**src/rtl/pipe_ctrl_pkg.sv**
```systemverilog
// Shared types and default stage layout for the pipeline controller.
// Optional perf counters in pipe_ctrl are enabled by defining PIPE_CTRL_PERF_EN.
package pipe_ctrl_pkg;

    typedef enum logic [1:0] {
        FETCH_REQ     = 2'd0,
        FETCH_WAIT    = 2'd1,
        FETCH_DISCARD = 2'd2
    } fetch_state_t;

    typedef enum logic {
        DBUS_IDLE = 1'b0,
        DBUS_WAIT = 1'b1
    } dbus_state_t;

    localparam int DEF_NUM_STAGES = 5;
    localparam int DEF_EX_STAGE   = 2;
    localparam int DEF_MEM_STAGE  = 3;
    localparam int DEF_CNT_W      = 32;

endpackage

```
**src/rtl/pipe_ctrl_fetch.sv**
```systemverilog
// Instruction-bus fetch FSM with redirect discard tracking and the one-entry skid flag.
module pipe_ctrl_fetch
    import pipe_ctrl_pkg::*;
(
    input  logic clk,
    input  logic reset,
    input  logic addr_ok,
    input  logic data_ok,
    input  logic redirect,
    input  logic stall_one,
    output logic ireq_valid,
    output logic fetch_ok,
    output logic ibuf_we,
    output logic ibuf_valid
);

    fetch_state_t state_r, state_nxt_s;
    logic         pend_r, pend_nxt_s;
    logic         ibuf_valid_r, ibuf_valid_nxt_s;
    logic         ireq_s, fetch_ok_s, kill_s;

    // Next-state logic; pend_r remembers a redirect seen while the request was still unaccepted
    always_comb begin
        state_nxt_s = state_r;
        pend_nxt_s  = pend_r;
        ireq_s      = 1'b0;
        fetch_ok_s  = 1'b0;
        kill_s      = redirect | pend_r;
        case (state_r)
            FETCH_REQ: begin
                if (ibuf_valid_r) begin
                    pend_nxt_s = 1'b0;
                end else begin
                    ireq_s = 1'b1;
                    if (addr_ok) begin
                        pend_nxt_s = 1'b0;
                        if (data_ok) begin
                            fetch_ok_s = ~kill_s;
                        end else begin
                            state_nxt_s = kill_s ? FETCH_DISCARD : FETCH_WAIT;
                        end
                    end else if (redirect) begin
                        pend_nxt_s = 1'b1;
                    end else begin
                        pend_nxt_s = pend_r;
                    end
                end
            end
            FETCH_WAIT: begin
                if (data_ok) begin
                    fetch_ok_s  = ~redirect;
                    state_nxt_s = FETCH_REQ;
                end else if (redirect) begin
                    state_nxt_s = FETCH_DISCARD;
                end else begin
                    state_nxt_s = FETCH_WAIT;
                end
            end
            FETCH_DISCARD: begin
                if (data_ok) begin
                    state_nxt_s = FETCH_REQ;
                end else begin
                    state_nxt_s = FETCH_DISCARD;
                end
            end
            default: begin
                state_nxt_s = FETCH_REQ;
                pend_nxt_s  = 1'b0;
            end
        endcase
    end

    // Skid flag: set when a fetched word arrives behind a decode stall, dropped on consume or redirect
    always_comb begin
        if (redirect) begin
            ibuf_valid_nxt_s = 1'b0;
        end else if (fetch_ok_s & stall_one) begin
            ibuf_valid_nxt_s = 1'b1;
        end else if (~stall_one) begin
            ibuf_valid_nxt_s = 1'b0;
        end else begin
            ibuf_valid_nxt_s = ibuf_valid_r;
        end
    end

    // State registers
    always_ff @(posedge clk) begin
        if (reset) begin
            state_r      <= FETCH_REQ;
            pend_r       <= 1'b0;
            ibuf_valid_r <= 1'b0;
        end else begin
            state_r      <= state_nxt_s;
            pend_r       <= pend_nxt_s;
            ibuf_valid_r <= ibuf_valid_nxt_s;
        end
    end

    assign ireq_valid = ireq_s & ~reset;
    assign fetch_ok   = fetch_ok_s & ~reset;
    assign ibuf_we    = fetch_ok & stall_one;
    assign ibuf_valid = ibuf_valid_r;

endmodule

```
**src/rtl/pipe_ctrl.sv**
```systemverilog
// Pipeline controller: dbus handshake FSM and per-stage stall/flush composition.
// Define PIPE_CTRL_PERF_EN to build the stall/redirect performance counters.
module pipe_ctrl
    import pipe_ctrl_pkg::*;
#(
    parameter int NUM_STAGES = DEF_NUM_STAGES,
    parameter int EX_STAGE   = DEF_EX_STAGE,
    parameter int MEM_STAGE  = DEF_MEM_STAGE,
    parameter int CNT_W      = DEF_CNT_W
) (
    input  logic                  clk,
    input  logic                  reset,
    output logic                  ireq_valid,
    input  logic                  iresp_addr_ok,
    input  logic                  iresp_data_ok,
    output logic                  dreq_valid,
    input  logic                  mem_op,
    input  logic                  dresp_addr_ok,
    input  logic                  dresp_data_ok,
    input  logic                  load_use,
    input  logic                  redirect,
    output logic                  pc_en,
    output logic                  ibuf_we,
    output logic                  ibuf_valid,
    output logic [NUM_STAGES-1:0] stall,
    output logic [NUM_STAGES-1:0] flush,
    output logic [CNT_W-1:0]      perf_stall,
    output logic [CNT_W-1:0]      perf_flush
);

    dbus_state_t           dstate_r, dstate_nxt_s;
    logic                  dreq_s, done_s, mem_wait_s, redirect_taken_s, stall_one_s, fetch_ok_s;
    logic [NUM_STAGES-1:0] stall_s, flush_s;

    // dbus handshake; done can complete in the same cycle the address is accepted
    always_comb begin
        dstate_nxt_s = dstate_r;
        dreq_s       = 1'b0;
        done_s       = 1'b0;
        case (dstate_r)
            DBUS_IDLE: begin
                if (mem_op) begin
                    dreq_s = 1'b1;
                    if (dresp_addr_ok & dresp_data_ok) begin
                        done_s = 1'b1;
                    end else if (dresp_addr_ok) begin
                        dstate_nxt_s = DBUS_WAIT;
                    end else begin
                        dstate_nxt_s = DBUS_IDLE;
                    end
                end else begin
                    dstate_nxt_s = DBUS_IDLE;
                end
            end
            DBUS_WAIT: begin
                if (dresp_data_ok) begin
                    done_s       = 1'b1;
                    dstate_nxt_s = DBUS_IDLE;
                end else begin
                    dstate_nxt_s = DBUS_WAIT;
                end
            end
            default: dstate_nxt_s = DBUS_IDLE;
        endcase
    end

    // dbus state register
    always_ff @(posedge clk) begin
        if (reset) begin
            dstate_r <= DBUS_IDLE;
        end else begin
            dstate_r <= dstate_nxt_s;
        end
    end

    assign dreq_valid       = dreq_s & ~reset;
    assign mem_wait_s       = mem_op & ~done_s & ~reset;
    assign redirect_taken_s = redirect & ~mem_wait_s & ~reset;
    // Decode-register hold without the fetch term, so the skid logic sees no loop through fetch_ok
    assign stall_one_s      = mem_wait_s | (~redirect_taken_s & load_use & (EX_STAGE > 1));

    pipe_ctrl_fetch u_fetch (
        .clk        (clk),
        .reset      (reset),
        .addr_ok    (iresp_addr_ok),
        .data_ok    (iresp_data_ok),
        .redirect   (redirect_taken_s),
        .stall_one  (stall_one_s),
        .ireq_valid (ireq_valid),
        .fetch_ok   (fetch_ok_s),
        .ibuf_we    (ibuf_we),
        .ibuf_valid (ibuf_valid)
    );

    // Stall/flush priority: memory wait, then redirect, then load-use, then front-end wait
    always_comb begin
        stall_s = '0;
        flush_s = '0;
        for (int i = 0; i < NUM_STAGES; i++) begin
            if (reset) begin
                stall_s[i] = 1'b0;
            end else if (mem_wait_s) begin
                stall_s[i] = (i <= MEM_STAGE);
                flush_s[i] = (i == MEM_STAGE + 1);
            end else if (redirect_taken_s) begin
                flush_s[i] = (i >= 1) && (i <= EX_STAGE);
            end else if (load_use) begin
                stall_s[i] = (i < EX_STAGE);
                flush_s[i] = (i == EX_STAGE);
            end else if (~fetch_ok_s & ~ibuf_valid) begin
                stall_s[i] = (i == 0);
                flush_s[i] = (i == 1);
            end else begin
                stall_s[i] = 1'b0;
            end
        end
    end

    assign stall = stall_s;
    assign flush = flush_s;
    assign pc_en = ~reset & ((((fetch_ok_s | ibuf_valid) & ~stall_s[1])) | redirect_taken_s);

`ifdef PIPE_CTRL_PERF_EN
    logic [CNT_W-1:0] perf_stall_r, perf_flush_r;

    // Free-running wrap-around event counters
    always_ff @(posedge clk) begin
        if (reset) begin
            perf_stall_r <= '0;
            perf_flush_r <= '0;
        end else begin
            if (|stall_s) begin
                perf_stall_r <= perf_stall_r + {{(CNT_W-1){1'b0}}, 1'b1};
            end
            if (redirect_taken_s) begin
                perf_flush_r <= perf_flush_r + {{(CNT_W-1){1'b0}}, 1'b1};
            end
        end
    end

    assign perf_stall = perf_stall_r;
    assign perf_flush = perf_flush_r;
`else
    assign perf_stall = '0;
    assign perf_flush = '0;
`endif

endmodule

```
**config.mk**
```make
export PLATFORM = sky130hd
export DESIGN_NAME = pipe_ctrl
export DESIGN_NICKNAME = d
export VERILOG_FILES = /design/src/rtl/pipe_ctrl_pkg.sv /design/src/rtl/pipe_ctrl_fetch.sv /design/src/rtl/pipe_ctrl.sv
export SDC_FILE = /design/constraint.sdc
export NUM_CORES = 1
export LEC_CHECK = 0
export CELL_PAD_IN_SITES_DETAIL_PLACEMENT = 1
export CELL_PAD_IN_SITES_GLOBAL_PLACEMENT = 2
export CORE_ASPECT_RATIO = 1.75
export CORE_MARGIN = 4
export CORE_UTILIZATION = 13
export DETAILED_ROUTE_END_ITERATION = 7
export PLACE_DENSITY = 0.85
export SYNTH_ARGS = -nofsm -noshare
export SYNTH_HDL_FRONTEND = slang
export SYNTH_SLANG_ARGS = --single-unit
```
**constraint.sdc**
```tcl
create_clock -name clk -period 1.65 [get_ports clk]
set_input_delay 0.495 -clock clk [delete_from_list [all_inputs] [get_ports clk]]
set_output_delay 0.495 -clock clk [all_outputs]
set_load 0.02 [all_outputs]
```
==> impl_metrics.ini, run 1 <==
[pwr]
p_seq_share_pct = 11.9
power_density_mw_per_mm2 = 827
swShare_pct = 39.1
p_leak_nw = 0.774
irDropWorstVdd_v = 0.000276
power.internal_uw = 747
fin_total_pwr_mw = 1.23
pwr-share-comb_pct = 54.5
clockPowerShare_pct = 33.6
switchingPower_uw = 480

[route]
routed_via_density = 3.13
wire_per_inst_um = 9.71
via_count = 829
firstDrtPassIters = 2
drtIter0Drc = 17
detail-route-antenna-nets = 0
drcViolationCount = 0
routed_wirelength_um = 2570

[global_route]
grt_pass1_vias = 904
antenna_found_initial = 0
track_usage_pct = 5.73
overflow = 0
grt_pass1_wl_um = 3840
grt_max_degree = 8

[worst_hold_path]
hp-class = in -> reg

[clocking]
cts.clk_slew.worst_paths_ns = 0.03
cts_made_buffers = 3
clockBufferDepth = 2
clockRootBuffer = clkbuf_16
cts-htree-levels = 1
cts_num_sinks = 5
cts_tree = yes
ctsHoldBuffers = 0
clk_latency_ns = 0.23

[run_status]
status = finished with violations
violations = setup timing

[die]
ios = 88
rows = 41
die_h_um = 122
die_w_um = 73.1
initial_utilization_pct = 13.3
fp.coreArea_mm2 = 0.00723
die_area_mm2 = 0.00891

[critical_path]
crit_type = reg -> out
crit_required_ns = 1.15
crit_arrival_ns = 1.63
crit_path_cell_trace = inv_4 -> ha_4 -> and3b_1 -> o21ai_2 -> nand2b_1 -> o41ai_4 -> buf_4
cp_slowest_cell = dfxtp_4
cpPeakStageDelay_ns = 0.35
crit_path_start_kind = flop
crit_path_max_fanout = 2
end_kind = primary output

[yosys]
syn_area_um2 = 963
synth_xor_area_share_pct = 0
synth_area_per_cell_um2 = 7.47
synth.distinct_cells = 26
synth-simple-area-share_pct = 14.7
ys_seq_elements = 5
synth_top_family_by_area = buffers and inverters
seq_area_frac_synth_pct = 10.4
ys_warn_count = 0
muxShareOfSynthArea_pct = 0
synth_compound_area_share_pct = 13.1
yosys.area_share.adder_pct = 5.19
syn_inst = 129

[sta]
tns_ns = -2.53
slew_violations = 0
setup_viol = 10
rsz0062_at_grt = yes
period_share_pct = 129
finalHoldViolCount = 0
finClkSkew_ns = 0.000845
fin_ws_ns = -0.480
fmax_ghz = 0.470
period_needed_ns = 2.13

[final_layout]
final_design_area_no_fill_mm2 = 0.00148
n_antenna_cell = 0
drive_gt1_share_pct = 43.0
area_growth_pct = 54.0
final_nets = 193
nFillCells = 877

[job]
maxCapViolations = 0

[place]
port_buffers = 20
gp_congestion = 0.759
placed_area_mm2 = 0.00124
place_hpwl_um = 1970
synth_stat cells (all sizes together):
library cell / count / area (µm²)
buf: 70 / 523
nor2: 12 / 47.6
a21oi: 6 / 30.0
dfxtp: 5 / 100
inv: 5 / 18.8
ha: 4 / 50.1
nor2b: 4 / 25.0
nand2b: 3 / 18.8
o21ai: 3 / 26.3
nand2: 2 / 7.51
nor3: 2 / 10.0
o41ai: 2 / 17.5
a211o: 1 / 8.76
a21boi: 1 / 7.51
and2b: 1 / 7.51
and3b: 1 / 8.76
conb: 1 / 3.75
nor3b: 1 / 7.51
o21a: 1 / 8.76
o21bai: 1 / 7.51
o221a: 1 / 11.3
o221ai: 1 / 8.76
or3b: 1 / 8.76
routing by layer:
layer / wire length, µm / up-vias / GRT usage (%)
li1: - / 378 / -
met1: 762 / 372 / 5.09
met2: 1410 / 74 / 11.0
met3: 351 / 5 / 1.90
met4: 53 / 0 / 2.77
met5: 0 / - / 0
critical path, delay by kind of cell (launching register included):
kind	cells	cell delay (ns)
buffers and inverters	2	0.23
AO/OA/AOI/OAI	2	0.38
adder cells (fa/ha/maj)	1	0.14
flip-flops	1	0.35
AND/OR/NAND/NOR	2	0.29
kinds of logic (layout without fill, tap and decap cells):
logic type               after synthesis  count (layout)
flip-flops                             5               5
AND/OR/NAND/NOR                       27              27
adder cells (fa/ha/maj)                4               4
other                                  1              67
buffers and inverters                 75              59
AO/OA/AOI/OAI                         17              17
stage by stage:
stage               instances  utilization [%]  hold WS (ns)  worst slack [ns]
global route              265             20.5         0.425            -0.558
finish                    265             20.5         0.416            -0.480
CTS                       263             20.1         0.459            -0.485
global placement          252             17.2         0.475             -1.24
detailed placement        252             17.2         0.487             -1.27
floorplan                 195                -         0.456            -0.297
power by group through the flow:
| stage | registers (mW) | logic [mW] | clock network, mW |
|---|---|---|---|
| finish | 0.146 | 0.668 | 0.412 |
| global route | 0.149 | 0.721 | 0.427 |
| CTS | 0.147 | 0.647 | 0.423 |
| detailed placement | 0.148 | 0.545 | 0 |
| global placement | 0.148 | 0.538 | 0 |
| floorplan | 0.153 | 0.469 | 0 |
worst paths after layout:
path | start | endpoint | slack, ns | depth (start not counted)
max | u_fetch.state_r[1]$_SDFFE_PP0P_ | flush[1] | -0.48 | 7
min | dresp_data_ok | dstate_r$_SDFF_PP0_ | 0.42 | 2
max reg2reg | dstate_r$_SDFF_PP0_ | u_fetch.state_r[0]$_SDFFE_PP0P_ | 0.12 | 6
min reg2reg | dstate_r$_SDFF_PP0_ | dstate_r$_SDFF_PP0_ | 0.62 | 3
cells in the final DEF (no fill, tap or decap), types with 2 or more instances in the layout:
cell type and instances:
ha_1 2, buf_4 25, buf_2 3, dfxtp_2 2, o21ai_2 2, inv_2 2
nor2_4 4, inv_1 2, buf_6 18, dfxtp_1 2, conb_1 67, nor2b_1 3
clkbuf_16 3, nand2_1 2, nand2b_4 2, o41ai_4 2, dlygate4sd2_1 4, a21oi_1 4
nor2_1 8
cell type report:
class                   count  area [µm²]  area share, %
clock buffers               4        78.8           5.31
inverters                   5        21.3           1.43
multi-input cells         115         729           49.2
flip-flops and latches      5         106           7.17
well taps                  86         108           7.25
repair buffers             50         440           29.7
sequential cells by signal (all words and copies together), names as in the netlist:
register,flops
u_fetch.state_r,2
u_fetch.ibuf_valid,1
dstate_r,1
u_fetch.pend_r,1
timing repair:
item                                    in CTS  in global routing
setup buffers                                8                  5
pin swaps                                   13                  8
endpoints found under the setup margin      15                 12
gates resized for setup                    102                 12
(Power assumes the default switching activity.)
==> run 2: changes to the inputs <==
--- a/config.mk
+++ b/config.mk
@@ -12,6 +12,7 @@
 export CORE_UTILIZATION = 13
 export DETAILED_ROUTE_END_ITERATION = 7
 export PLACE_DENSITY = 0.85
+export REMOVE_ABC_BUFFERS = 1
 export SYNTH_ARGS = -nofsm -noshare
 export SYNTH_HDL_FRONTEND = slang
 export SYNTH_SLANG_ARGS = --single-unit
==> run 2 against run 1 <==
The run still ends with setup timing left. Die area stayed put. Flip-flop and latch count stayed put. Global-route usage is 0.30 points higher. Largest power group unchanged. Clock skew hardly changed. Combinational power is 4.3% lower. Maximum frequency is 4.0% lower.
==> impl_metrics.ini, run 2 (same netlist as run 1, synthesis figures left out) <==
[die]
die_w_um = 73.1
die_area_mm2 = 0.00891
fp.coreArea_mm2 = 0.00723
die_h_um = 122
initial_utilization_pct = 13.3
rows = 41
ios = 88

[critical_path]
cp_slowest_cell = dfxtp_2
reg2reg_to = u_fetch.state_r[0]$_SDFFE_PP0P_
crit_path_cell_trace = inv_2 -> ha_4 -> and3b_2 -> o21ai_4 -> nand2b_4 -> o41ai_2 -> buf_4
end_kind = primary output
crit_type = reg -> out
ff2ff_setup_slack_ns = -0.03
path_buf_inv = 2
cpLargestDelayFamily = compound AO/OA/AOI/OAI gates
crit_arrival_ns = 1.72
crit_required_ns = 1.15
crit_path_start_kind = flop
r2r_start = dstate_r$_SDFF_PP0_
cpPeakStageDelay_ns = 0.32
crit_path_max_fanout = 2
ff2ff_path_depth = 8

[sta]
period_share_pct = 134
finClkSkew_ns = 0.000827
holdWs_ns = 0.456
fmax_ghz = 0.451
period_needed_ns = 2.22
finalHoldViolCount = 0
fin_ws_ns = -0.569
rsz0062_at_grt = yes
slew_violations = 0
setup_viol = 11

[final_layout]
area_growth_pct = 51.0
mostFrequentLayoutCell = conb_1
final_cell_mix = conb_1, buf_4, buf_6, nor2_1, buf_2
n_antenna_cell = 0
top_register = u_fetch.state_r
final_nets = 195
largest_register_ffs = 2
drive_gt1_share_pct = 45.3

[global_route]
grt_pass1_wl_um = 3980
antenna_found_initial = 0
track_usage_pct = 6.02
grt_max_degree = 7
overflow = 0
grt_pass1_vias = 895

[pwr]
p_leak_nw = 0.763
power_density_mw_per_mm2 = 820
irDropWorstVdd_v = 0.000309

[route]
routed_wirelength_um = 3040
firstDrtPassIters = 3
drtIter0Drc = 2
drcViolationCount = 0
wire_per_inst_um = 11.4
routed_via_density = 3.28
detail-route-antenna-nets = 0
via_count = 875

[place]
gp_congestion = 0.776
port_buffers = 20
dpl_worst_slack_ns = -1.27
place_hpwl_um = 2000

[clocking]
cts_made_buffers = 3
cts.clk_slew.worst_paths_ns = 0.03
cts-htree-levels = 1
clockRootBuffer = clkbuf_16
cts_num_sinks = 5
clockBufferDepth = 2
clk_latency_ns = 0.23
cts_tree = yes

[job]
maxCapViolations = 0

[run_status]
status = finished with violations
violations = setup timing

[worst_hold_path]
hold-path-endpoint = dstate_r$_SDFF_PP0_
min_path_cells = 2
hp-class = in -> reg
worstHoldStart = dresp_data_ok
==> run 2: cell types whose count changed in the layout (fill, tap and decap cells not counted), moves of 2 or more <==
cell	delta
nor2_4	-2
buf_4	+2
nor2_2	+2
o21ai_2	-2
buf_6	-3
o41ai_4	-2
o41ai_2	+2
clkbuf_2	+2
==> run 2: worst max path at each step <==
stage	depth (start not counted)	from	to
floorplan	4	dresp_addr_ok	ibuf_we
global placement	6	iresp_addr_ok	pc_en
detailed placement	6	iresp_addr_ok	pc_en
global route	7	u_fetch.state_r[0]$_SDFFE_PP0P_	flush[1]
finish	7	u_fetch.state_r[1]$_SDFFE_PP0P_	flush[1]
CTS	7	u_fetch.state_r[1]$_SDFFE_PP0P_	flush[1]
==> run 2: cell type report <==
type	count	area [µm²]
inverter	5	18.8
multi-input combinational	115	698
sequential	5	104
clock buffer	4	78.8
fill	880	5780
tap	86	108
timing repair buffer	52	448
==> run 2: layer usage <==
layer,GRT usage (%),part of all wire (%),vias to the layer above
li1,-,-,383
met1,5.04,30,394
met2,11.2,53,91
met3,2.64,15,7
met4,3.58,2.4,0
met5,0,0,-
==> run 2: what timing repair did <==
action	4_1_cts	5_1_grt
hold buffers	0	0
gates resized for setup	115	18
pin swaps	11	6
endpoints found under the setup margin	15	12
buffers inserted	3	12
==> run 2: metrics by stage <==
stage | setup TNS [ns] | util, % | area (µm²) | power [mW] | std cells
2_1_floorplan | -4.09 | - | 688 | 0.441 | 125
3_3_place_gp | -12.04 | 15.7 | 1140 | 0.618 | 250
3_5_place_dp | -12.50 | 15.7 | 1140 | 0.630 | 250
4_1_cts | -2.49 | 18.4 | 1330 | 1.11 | 257
5_1_grt | -3.61 | 20.1 | 1460 | 1.26 | 267
6_report | -3.08 | 20.1 | 1460 | 1.19 | 267
==> run 2: report_power, final <==
| part | total, mW | leakage [nW] | switching, mW | internal [mW] |
|---|---|---|---|---|
| Combinational | 0.639 | 0.683 | 0.382 | 0.257 |
| Sequential | 0.146 | 0.0421 | 0.00928 | 0.137 |
| Clock | 0.409 | 0.0382 | 0.0881 | 0.321 |
==> run 2: worst reg2reg max path, delay by kind of cell, from the launching register on <==
| kind | cells | cell delay (ns) |
|---|---|---|
| AND/OR/NAND/NOR | 1 | 0.36 |
| flip-flops | 1 | 0.32 |
| AO/OA/AOI/OAI | 3 | 0.52 |
| buffers and inverters | 4 | 0.42 |
